[config.mk]
export PLATFORM = sky130hd
export DESIGN_NAME = regfile_ft
export DESIGN_NICKNAME = d
export VERILOG_FILES = /design/src/rtl/regfile_ft.sv
export SDC_FILE = /design/constraint.sdc
export NUM_CORES = 2
export LEC_CHECK = 0
export CAP_MARGIN = 20
export CELL_PAD_IN_SITES_DETAIL_PLACEMENT = 1
export CELL_PAD_IN_SITES_GLOBAL_PLACEMENT = 1
export CORE_MARGIN = 5
export CORE_UTILIZATION = 56
export CTS_CLUSTER_SIZE = 28
export DETAILED_ROUTE_END_ITERATION = 6
export PLACE_DENSITY = 0.95
export SLEW_MARGIN = 30
export SYNTH_ARGS = -nofsm -noshare
export SYNTH_HDL_FRONTEND = slang
export SYNTH_SLANG_ARGS = --single-unit
[constraint.sdc]
create_clock -name clk -period 17.1 [get_ports clk]
set_input_delay 3.42 -clock clk [delete_from_list [all_inputs] [get_ports clk]]
set_output_delay 3.42 -clock clk [all_outputs]
set_load 0.05 [all_outputs]
[src/rtl/regfile_ft.sv]
// regfile_ft: multi-port register file with one even-parity bit per entry,
// a fault-injection FSM (overlay or committed upset) and a background
// scrubber that reports stored-data parity mismatches.
module regfile_ft #(
   parameter int WIDTH = 32,
   parameter int DEPTH = 32,
   parameter int NREAD = 2,
   parameter int ADDRW = $clog2(DEPTH)
) (
   input  logic                   clk,
   input  logic                   rst_n,
   input  logic                   we,
   input  logic [ADDRW-1:0]       waddr,
   input  logic [WIDTH-1:0]       wdata,
   input  logic [NREAD*ADDRW-1:0] raddr,
   output logic [NREAD*WIDTH-1:0] rdata,
   output logic [NREAD-1:0]       rperr,
   input  logic                   fi_valid,
   output logic                   fi_ready,
   input  logic [ADDRW-1:0]       fi_addr,
   input  logic [WIDTH-1:0]       fi_mask,
   input  logic [1:0]             fi_type,
   input  logic [1:0]             fi_mode,
   input  logic [15:0]            fi_dur,
   output logic                   fault_active,
   input  logic                   scrub_en,
   output logic                   scrub_err,
   output logic [ADDRW-1:0]       scrub_err_addr,
   output logic [15:0]            scrub_err_cnt
);

   localparam logic [ADDRW-1:0] LAST_ADDR  = ADDRW'(DEPTH - 1);
   localparam logic [ADDRW-1:0] FIRST_ADDR = ADDRW'(1);
   localparam logic [1:0]       TYPE_CLEAR = 2'd0;
   localparam logic [1:0]       MODE_TRANS = 2'd1;
   localparam logic [1:0]       MODE_UPSET = 2'd2;

   typedef enum logic [1:0] {IDLE, ACTIVE, COMMIT} state_t;

   state_t           state_reg, state_next;
   logic [ADDRW-1:0] fa_addr_reg, fa_addr_next;
   logic [WIDTH-1:0] fa_mask_reg, fa_mask_next;
   logic [1:0]       fa_type_reg, fa_type_next;
   logic [15:0]      cnt_reg, cnt_next;

   logic [WIDTH-1:0] mem [DEPTH];
   logic [DEPTH-1:0] par;

   logic [ADDRW-1:0] scrub_ptr_reg;
   logic             scrub_mismatch;
   logic             scrub_skip;
   logic             commit_en;
   logic             fi_accept;

   // Corrupt a value with a mask according to the fault type.
   function automatic logic [WIDTH-1:0] apply_fault(input logic [WIDTH-1:0] value,
                                                    input logic [WIDTH-1:0] mask,
                                                    input logic [1:0]       ftype);
      logic [WIDTH-1:0] result;
      case (ftype)
         2'd1:    result = value ^ mask;
         2'd2:    result = value & ~mask;
         2'd3:    result = value | mask;
         default: result = value;
      endcase
      return result;
   endfunction

   assign fi_ready     = (state_reg != COMMIT);
   assign fi_accept    = fi_valid && fi_ready;
   assign fault_active = (state_reg == ACTIVE);

   // A host write to the upset target wins; the upset is then discarded.
   assign commit_en = (state_reg == COMMIT) && (fa_addr_reg != '0) &&
                      !(we && (waddr == fa_addr_reg));

   // Fault FSM state register; reset aborts any pending overlay or upset.
   always_ff @(posedge clk or negedge rst_n) begin
      if (!rst_n) begin
         state_reg   <= IDLE;
         fa_addr_reg <= '0;
         fa_mask_reg <= '0;
         fa_type_reg <= '0;
         cnt_reg     <= '0;
      end else begin
         state_reg   <= state_next;
         fa_addr_reg <= fa_addr_next;
         fa_mask_reg <= fa_mask_next;
         fa_type_reg <= fa_type_next;
         cnt_reg     <= cnt_next;
      end
   end

   // Next-state: transient expiry, one-cycle commit, then request acceptance.
   // A count of zero while ACTIVE means a permanent overlay.
   always_comb begin
      state_next   = state_reg;
      fa_addr_next = fa_addr_reg;
      fa_mask_next = fa_mask_reg;
      fa_type_next = fa_type_reg;
      cnt_next     = cnt_reg;
      case (state_reg)
         ACTIVE: begin
            if (cnt_reg == 16'd1) begin
               state_next = IDLE;
               cnt_next   = '0;
            end else if (cnt_reg != 16'd0) begin
               cnt_next = cnt_reg - 16'd1;
            end
         end
         COMMIT:  state_next = IDLE;
         default: ;
      endcase
      if (fi_accept) begin
         if (fi_type == TYPE_CLEAR) begin
            state_next = IDLE;
            cnt_next   = '0;
         end else begin
            fa_addr_next = fi_addr;
            fa_mask_next = fi_mask;
            fa_type_next = fi_type;
            if (fi_mode == MODE_UPSET) begin
               state_next = COMMIT;
               cnt_next   = '0;
            end else begin
               state_next = ACTIVE;
               if (fi_mode == MODE_TRANS)
                  cnt_next = (fi_dur == 16'd0) ? 16'd1 : fi_dur;
               else
                  cnt_next = '0;
            end
         end
      end
   end

   // Storage: host writes update data and parity; an upset corrupts data only.
   always_ff @(posedge clk or negedge rst_n) begin
      if (!rst_n) begin
         for (int i = 0; i < DEPTH; i++) mem[i] <= '0;
         par <= '0;
      end else begin
         if (we && (waddr != '0)) begin
            mem[waddr] <= wdata;
            par[waddr] <= ^wdata;
         end
         if (commit_en)
            mem[fa_addr_reg] <= apply_fault(mem[fa_addr_reg], fa_mask_reg, fa_type_reg);
      end
   end

   // Scrubber compares raw stored data to stored parity; overlays are invisible here.
   assign scrub_mismatch = (^mem[scrub_ptr_reg]) ^ par[scrub_ptr_reg];
   assign scrub_skip     = (we && (waddr == scrub_ptr_reg)) ||
                           ((state_reg == COMMIT) && (fa_addr_reg == scrub_ptr_reg));

   // Scrub pointer sweep over 1..DEPTH-1 with error pulse and saturating count.
   always_ff @(posedge clk or negedge rst_n) begin
      if (!rst_n) begin
         scrub_ptr_reg  <= FIRST_ADDR;
         scrub_err      <= 1'b0;
         scrub_err_addr <= '0;
         scrub_err_cnt  <= '0;
      end else begin
         scrub_err <= 1'b0;
         if (scrub_en) begin
            scrub_ptr_reg <= (scrub_ptr_reg == LAST_ADDR) ? FIRST_ADDR : scrub_ptr_reg + FIRST_ADDR;
            if (scrub_mismatch && !scrub_skip) begin
               scrub_err      <= 1'b1;
               scrub_err_addr <= scrub_ptr_reg;
               if (scrub_err_cnt != 16'hFFFF)
                  scrub_err_cnt <= scrub_err_cnt + 16'd1;
            end
         end
      end
   end

   // Combinational read ports: write bypass, then overlay, then r0 forced to zero.
   genvar gi;
   generate
      for (gi = 0; gi < NREAD; gi++) begin : g_read
         logic [ADDRW-1:0] ra;
         logic             bypass;
         logic [WIDTH-1:0] pre_data;
         logic             pre_par;
         logic [WIDTH-1:0] post_data;
         assign ra        = raddr[gi*ADDRW +: ADDRW];
         assign bypass    = we && (waddr == ra);
         assign pre_data  = bypass ? wdata : mem[ra];
         assign pre_par   = bypass ? ^wdata : par[ra];
         assign post_data = (fault_active && (fa_addr_reg == ra)) ?
                            apply_fault(pre_data, fa_mask_reg, fa_type_reg) : pre_data;
         assign rdata[gi*WIDTH +: WIDTH] = (ra == '0) ? '0 : post_data;
         assign rperr[gi] = (ra == '0) ? 1'b0 : ((^post_data) ^ pre_par);
      end
   endgenerate

endmodule

==> impl_results.rst, run 1 <==
.. list-table::
   :header-rows: 1

   * - Metric
     - Value
   * - Run status
     - did not finish
   * - Halt point of the flow
     - global routing (5_1_grt)
   * - Error that halted the flow
     - [ERROR GRT-0116] Global routing finished with congestion. Check the congestion regions in the DRC Viewer.
   * - Num ports
     - 199
   * - CTS hold repair buffers
     - 0
   * - Post-detailed-placement half-perimeter wirelength
     - 319000 um
   * - Fraction of synthesized cell area taken by the top area cell type
     - 0.305
   * - PostCTS Resize Cnt
     - 0
   * - Number of rows in the core area
     - 149
   * - Pin count of the biggest net entering global routing
     - 151
   * - Number of instances in the synthesized netlist
     - 8691
   * - Number of enable-type register cells in the synthesized netlist
     - 0
   * - Die X
     - 418 um
   * - Number of port buffers
     - 198
   * - Number of storage elements in the synthesis netlist
     - 1140
   * - Number of library cell types mapped by synthesis
     - 82
   * - Root Buffer Master
     - sky130_fd_sc_hd__clkbuf_16
   * - Number of global-route vias before repair
     - 115000
   * - Post-CTS Setup Inserts
     - 0
   * - Number of nets produced by synthesis
     - 8997
   * - Instance area at placement
     - 0.0964 mm2
   * - Total number of H-tree levels
     - 4
   * - Maximum buffer depth of the clock tree
     - 3
   * - All-layer global routing usage
     - 0.756
   * - Biggest area contributors in the synthesized netlist
     - sky130_fd_sc_hd__dfrtp_1 31%, sky130_fd_sc_hd__mux4_2 25%, sky130_fd_sc_hd__mux2i_1 13%
   * - Part of the Yosys area used for sequential elements
     - 0.306
   * - Total congestion overflow
     - 277
   * - Pre-CTS worst setup slack
     - 3.00 ns
   * - Post-synth ARST share
     - 1.00
   * - Placer Congestion
     - 1.04
   * - Effective utilization at floorplan
     - 0.564
   * - Count of warnings emitted by yosys
     - 0
   * - Global-route wire length before repair
     - 938000 um
   * - Total CTS buffers
     - 134
   * - Clock tree sinks
     - 1140
   * - Combined area of all synthesized cells
     - 0.0933 mm2
   * - Die height
     - 418 um
   * - Commonest register cell after synthesis
     - sky130_fd_sc_hd__dfrtp_1
   * - Post-synthesis average cell area
     - 10.7 um2
   * - Cell type with the largest total area after synthesis
     - sky130_fd_sc_hd__dfrtp_1
[metal layers]
metal | global-route usage | GRT overflow
met1 | 0.721 | 14
met2 | 0.867 | 124
met3 | 0.721 | 14
met4 | 0.698 | 123
met5 | 0.571 | 2
[synth_stat cells (12+ instances only)]
library cell	count
sky130_fd_sc_hd__mux2i_1	1208
sky130_fd_sc_hd__dfrtp_1	1139
sky130_fd_sc_hd__mux4_2	1052
sky130_fd_sc_hd__nand2_1	1017
sky130_fd_sc_hd__o21ai_0	890
sky130_fd_sc_hd__clkbuf_1	694
sky130_fd_sc_hd__nor2_1	550
sky130_fd_sc_hd__a21oi_1	470
sky130_fd_sc_hd__ha_1	197
sky130_fd_sc_hd__a22oi_1	195
sky130_fd_sc_hd__inv_1	193
sky130_fd_sc_hd__xnor2_1	121
sky130_fd_sc_hd__buf_2	80
sky130_fd_sc_hd__mux2_2	79
sky130_fd_sc_hd__buf_1	71
sky130_fd_sc_hd__buf_4	61
sky130_fd_sc_hd__buf_6	58
sky130_fd_sc_hd__xor2_1	56
sky130_fd_sc_hd__nand3_1	43
sky130_fd_sc_hd__nand4_1	43
sky130_fd_sc_hd__nor2b_1	37
sky130_fd_sc_hd__o22ai_1	35
sky130_fd_sc_hd__a221oi_1	31
sky130_fd_sc_hd__a221o_1	28
sky130_fd_sc_hd__o221ai_1	25
sky130_fd_sc_hd__nor3_1	22
sky130_fd_sc_hd__mux4_1	18
sky130_fd_sc_hd__nor4_1	17
sky130_fd_sc_hd__a32oi_1	15
sky130_fd_sc_hd__and3_1	15
sky130_fd_sc_hd__and2_1	14
sky130_fd_sc_hd__xnor3_1	14
sky130_fd_sc_hd__nor3b_1	13
sky130_fd_sc_hd__a22o_1	12
sky130_fd_sc_hd__nand3b_1	12
[metrics by stage]
step / util / cells
3_5_place_dp: 0.583 / 10300
3_3_place_gp: 0.580 / 10300
4_1_cts: 0.611 / 10600
2_1_floorplan: - / 8691
[logic make-up after synthesis]
family                   Yosys count  share of synthesized area
XOR/XNOR                         192                     0.0202
multiplexers                    2362                      0.399
AO/OA/AOI/OAI                   1801                      0.111
flip-flops                      1140                      0.306
adder cells (fa/ha/maj)          197                     0.0264
buffers and inverters           1183                     0.0581
AND/OR/NAND/NOR                 1816                     0.0795
==> inputs of run 2 (changes only) <==
CELL_PAD_IN_SITES_DETAIL_PLACEMENT = default   (was 1)
CELL_PAD_IN_SITES_GLOBAL_PLACEMENT = default   (was 1)
CORE_UTILIZATION = 40   (was 56)
CTS_CLUSTER_SIZE = default   (was 28)
PLACE_DENSITY = default   (was 0.95)
PLACE_DENSITY_LB_ADDON = 0.15   (was default)
==> impl_results.rst, run 2 <==
.. list-table::
   :header-rows: 1

   * - Metric
     - Value
   * - Run status
     - complete, but fails checks (was did not finish)
   * - Failing checks
     - design-rule violations
   * - Antenna violations before repair
     - 29
   * - Combined area of all synthesized cells
     - 0.0933 mm2 (unchanged)
   * - Instance area at placement
     - 0.0978 mm2 (was 0.0964 mm2)
   * - Total congestion overflow
     - 0
   * - Post-CTS Setup Inserts
     - 0 (unchanged)
   * - Num ports
     - 199 (unchanged)
   * - Post-detailed-placement half-perimeter wirelength
     - 288000 um (was 319000 um)
   * - Number of nets in the layout
     - 8649
   * - Number of library cell types mapped by synthesis
     - 82 (unchanged)
   * - Drt drc
     - 5
   * - Critical path capture point type
     - output port
   * - Die X
     - 493 um (was 418 um)
   * - Die area
     - 0.243 mm2
   * - CTS hold repair buffers
     - 0 (unchanged)
   * - Max Clock Freq
     - 70.9 MHz
   * - Sequential group share of total power
     - 0.278
   * - Number of storage elements in the synthesis netlist
     - 1140 (unchanged)
   * - Detailed Route Iter0 Violations
     - 12300
   * - Total CTS buffers
     - 142 (was 134)
   * - Endpoints failing hold
     - 0
   * - Layout cells sized above 1
     - 0.213
   * - Cells along the critical path
     - clkdlybuf4s50_1, xor2_1, nor4_2, and2_2, buf_4, o21ai_0, inv_1, ha_1, inv_1, mux2i_1, a221o_1, o21ai_0, xnor3_1, xnor2_2, xnor3_1, xnor3_1, nor2_1, clkdlybuf4s50_1
   * - Sum of negative setup slack
     - 0 ns
   * - Count of warnings emitted by yosys
     - 0 (unchanged)
   * - Kind of launch point of the worst setup path
     - input pin
   * - Area of all placed cells without fillers
     - 0.103 mm2
   * - Post-synthesis average cell area
     - 10.7 um2 (unchanged)
   * - Global-route wire length before repair
     - 642000 um
   * - Clock insertion delay at the later pin of the skew report
     - 0.86 ns
   * - Number of rows in the core area
     - 177 (was 149)
   * - Highest-count cells in the layout ignoring fill and taps
     - 1208 x sky130_fd_sc_hd__mux2i_1, 1131 x sky130_fd_sc_hd__dfrtp_1, 1052 x sky130_fd_sc_hd__mux4_2
   * - Required time at the endpoint of the critical path
     - 13.68 ns
   * - Root Buffer Master
     - sky130_fd_sc_hd__clkbuf_16 (unchanged)
   * - Maximum single-stage delay on the critical path
     - 0.82 ns
   * - Antenna-violating nets left
     - 0
   * - Number of instances in the synthesized netlist
     - 8691 (unchanged)
   * - Proportion of power drawn by the clock network
     - 0.206
   * - Worst hold slack
     - 0.431 ns
   * - RSZ-0062 raised after global routing
     - false
   * - CP dominant cell by count
     - sky130_fd_sc_hd__xnor3_1
   * - Maximum net fanout on the critical path
     - 28
   * - Pre-CTS worst setup slack
     - 3.07 ns (was 3.00 ns)
   * - Least-Margin Pin Slew
     - 1.18 ns
   * - Clock tree sinks
     - 1140 (unchanged)
   * - Most used standard cells in the synthesized netlist
     - 1208 x sky130_fd_sc_hd__mux2i_1, 1139 x sky130_fd_sc_hd__dfrtp_1, 1052 x sky130_fd_sc_hd__mux4_2 (unchanged)
   * - Fraction of synthesized cell area taken by the top area cell type
     - 0.305 (unchanged)
   * - Sw Ratio
     - 0.449
   * - Leakage power total
     - 42.3 nW
   * - Class of the worst hold path
     - flip-flop to flip-flop
   * - Leading cell type in the layout, fill and taps excluded
     - sky130_fd_sc_hd__mux2i_1
   * - Via count of the routed design
     - 81300
   * - Post-synth ARST share
     - 1.00 (unchanged)
   * - Library cell with the highest instance count after synthesis
     - sky130_fd_sc_hd__mux2i_1 (unchanged)
   * - Number of maximum-capacitance violations
     - 0
   * - Maximum buffer depth of the clock tree
     - 3 (unchanged)
   * - Final setup violation count
     - 0
   * - Part of the Yosys area used for sequential elements
     - 0.306 (unchanged)
   * - Pin count of the biggest net entering global routing
     - 145
   * - Via density per instance
     - 7.05
   * - Share of the cycle needed by the critical path after routing
     - 0.824
   * - Commonest register cell after synthesis
     - sky130_fd_sc_hd__dfrtp_1 (unchanged)
   * - Number of nets produced by synthesis
     - 8997 (unchanged)
   * - Final critical-path required period
     - 14.10 ns
   * - Number of enable-type register cells in the synthesized netlist
     - 0 (unchanged)
   * - Category of the critical setup timing path
     - input pin to output port
   * - Register clock-pin slew on the reported worst setup and hold paths
     - 0.06 ns
   * - Flip-flop count of the largest register after layout
     - 1024
   * - PostCTS Resize Cnt
     - 0 (unchanged)
   * - Detailed-route wire length
     - 467000 um
   * - Switching pwr
     - 0.00734 W
   * - VDD IR-drop max
     - 601 uV
   * - Core box area
     - 0.232 mm2
   * - Number of port buffers
     - 198 (unchanged)
   * - Area growth from synthesis to layout
     - 10.5%
   * - Proportion of power drawn by combinational gates
     - 0.516
   * - Total power per unit cell area
     - 159 mW/mm2
   * - Placer Congestion
     - 0.984 (was 1.04)
   * - Routed wirelength normalized by instance count
     - 40.5 um
   * - CTS tree
     - built
   * - Total number of H-tree levels
     - 4 (unchanged)
   * - Die height
     - 493 um (was 418 um)
   * - Crit-path slowest cell
     - sky130_fd_sc_hd__clkdlybuf4s50_1
   * - CP arrival
     - 10.68 ns
   * - Int Power
     - 0.00901 W
   * - Max Transition Viols Final
     - 0
   * - Slew Limit Headroom
     - 0.215
   * - Clock skew
     - 0.0492 ns
   * - All-layer global routing usage
     - 0.375
   * - Iteration count of the initial detailed-routing pass
     - 7
   * - Cell type with the largest total area after synthesis
     - sky130_fd_sc_hd__dfrtp_1 (unchanged)
   * - Min setup slack post-route
     - 3.00 ns
   * - Biggest area contributors in the synthesized netlist
     - sky130_fd_sc_hd__dfrtp_1 31%, sky130_fd_sc_hd__mux4_2 25%, sky130_fd_sc_hd__mux2i_1 13% (unchanged)
   * - Effective utilization at floorplan
     - 0.402 (was 0.564)
   * - Number of global-route vias before repair
     - 76400
==> run 2: cell counts after synthesis <==
Identical to the previous run, type by type.
==> run 2: final timing paths <==
| kind | startpoint | to | slack (ns) | cells past startpoint |
|---|---|---|---|---|
| worst max register to register | scrub_ptr_reg[0] | scrub_err_addr[3] | 9.89 | 12 |
| worst min register to register | par[0] | par[0] | 0.43 | 0 |
| max in group asynchronous | rst_n | mem[378] | 11.46 | 4 |
| min in group asynchronous | rst_n | mem[294] | 2.63 | 1 |
| worst max-delay path | waddr[2] | rperr[1] | 3.00 | 18 |
| worst min-delay path | par[0] | par[0] | 0.43 | 0 |
==> run 2: stage by stage <==
step           instances   util  power (W)
6_report           11500  0.444     0.0164
5_1_grt            11500  0.444     0.0168
4_1_cts            11500  0.443     0.0161
3_5_place_dp       11200  0.421     0.0127
3_3_place_gp       11200  0.419     0.0126
2_1_floorplan       8691      -     0.0103
==> run 2: cell type report <==
class / count / area (um2)
multi-input combinational: 6368 / 60000
tap: 3043 / 3810
sequential: 1140 / 28600
timing repair buffer: 495 / 4890
inverter: 196 / 739
clock inverter: 42 / 678
fill: 21300 / 129000
clock buffer: 217 / 4370
antenna: 30 / 75.1
==> run 2: critical path: cells and delay by family <==
| kind | cells | cell delay (ns) |
|---|---|---|
| xor+xnor | 5 | 2.29 |
| buf+inv | 5 | 2.28 |
| simple gates | 3 | 1.60 |
| compound gates | 3 | 0.76 |
| fa+ha+maj | 1 | 0.22 |
| mux | 1 | 0.06 |
==> run 2: kinds of logic (layout without fill, tap and decap cells) <==
kind of cell,after synthesis,after routing,share of synthesized area
fa+ha+maj,197,197,0.0264
other cells,0,30,0
compound gates,1801,1801,0.111
xor+xnor,192,192,0.0202
mux,2362,2362,0.399
buf+inv,1183,950,0.0581
simple gates,1816,1816,0.0795
flops,1140,1140,0.306
==> run 2: power groups by stage <==
stage               Sequential, W  Clock, W  Combinational (W)
floorplan                 0.00412         0            0.00615
global placement          0.00449         0            0.00809
detailed placement        0.00454         0            0.00820
CTS                       0.00450   0.00337            0.00821
global route              0.00465   0.00348            0.00871
finish                    0.00455   0.00337            0.00844
==> run 2: routing by layer <==
layer	vias up	GRT usage	share of wire
met5	-	0.00196	0.00035
met4	22	0.255	0.083
met3	1628	0.170	0.15
met2	6811	0.510	0.40
met1	41000	0.475	0.36
li1	31900	-	-
No activity file was read; power rests on OpenSTA's default activity.
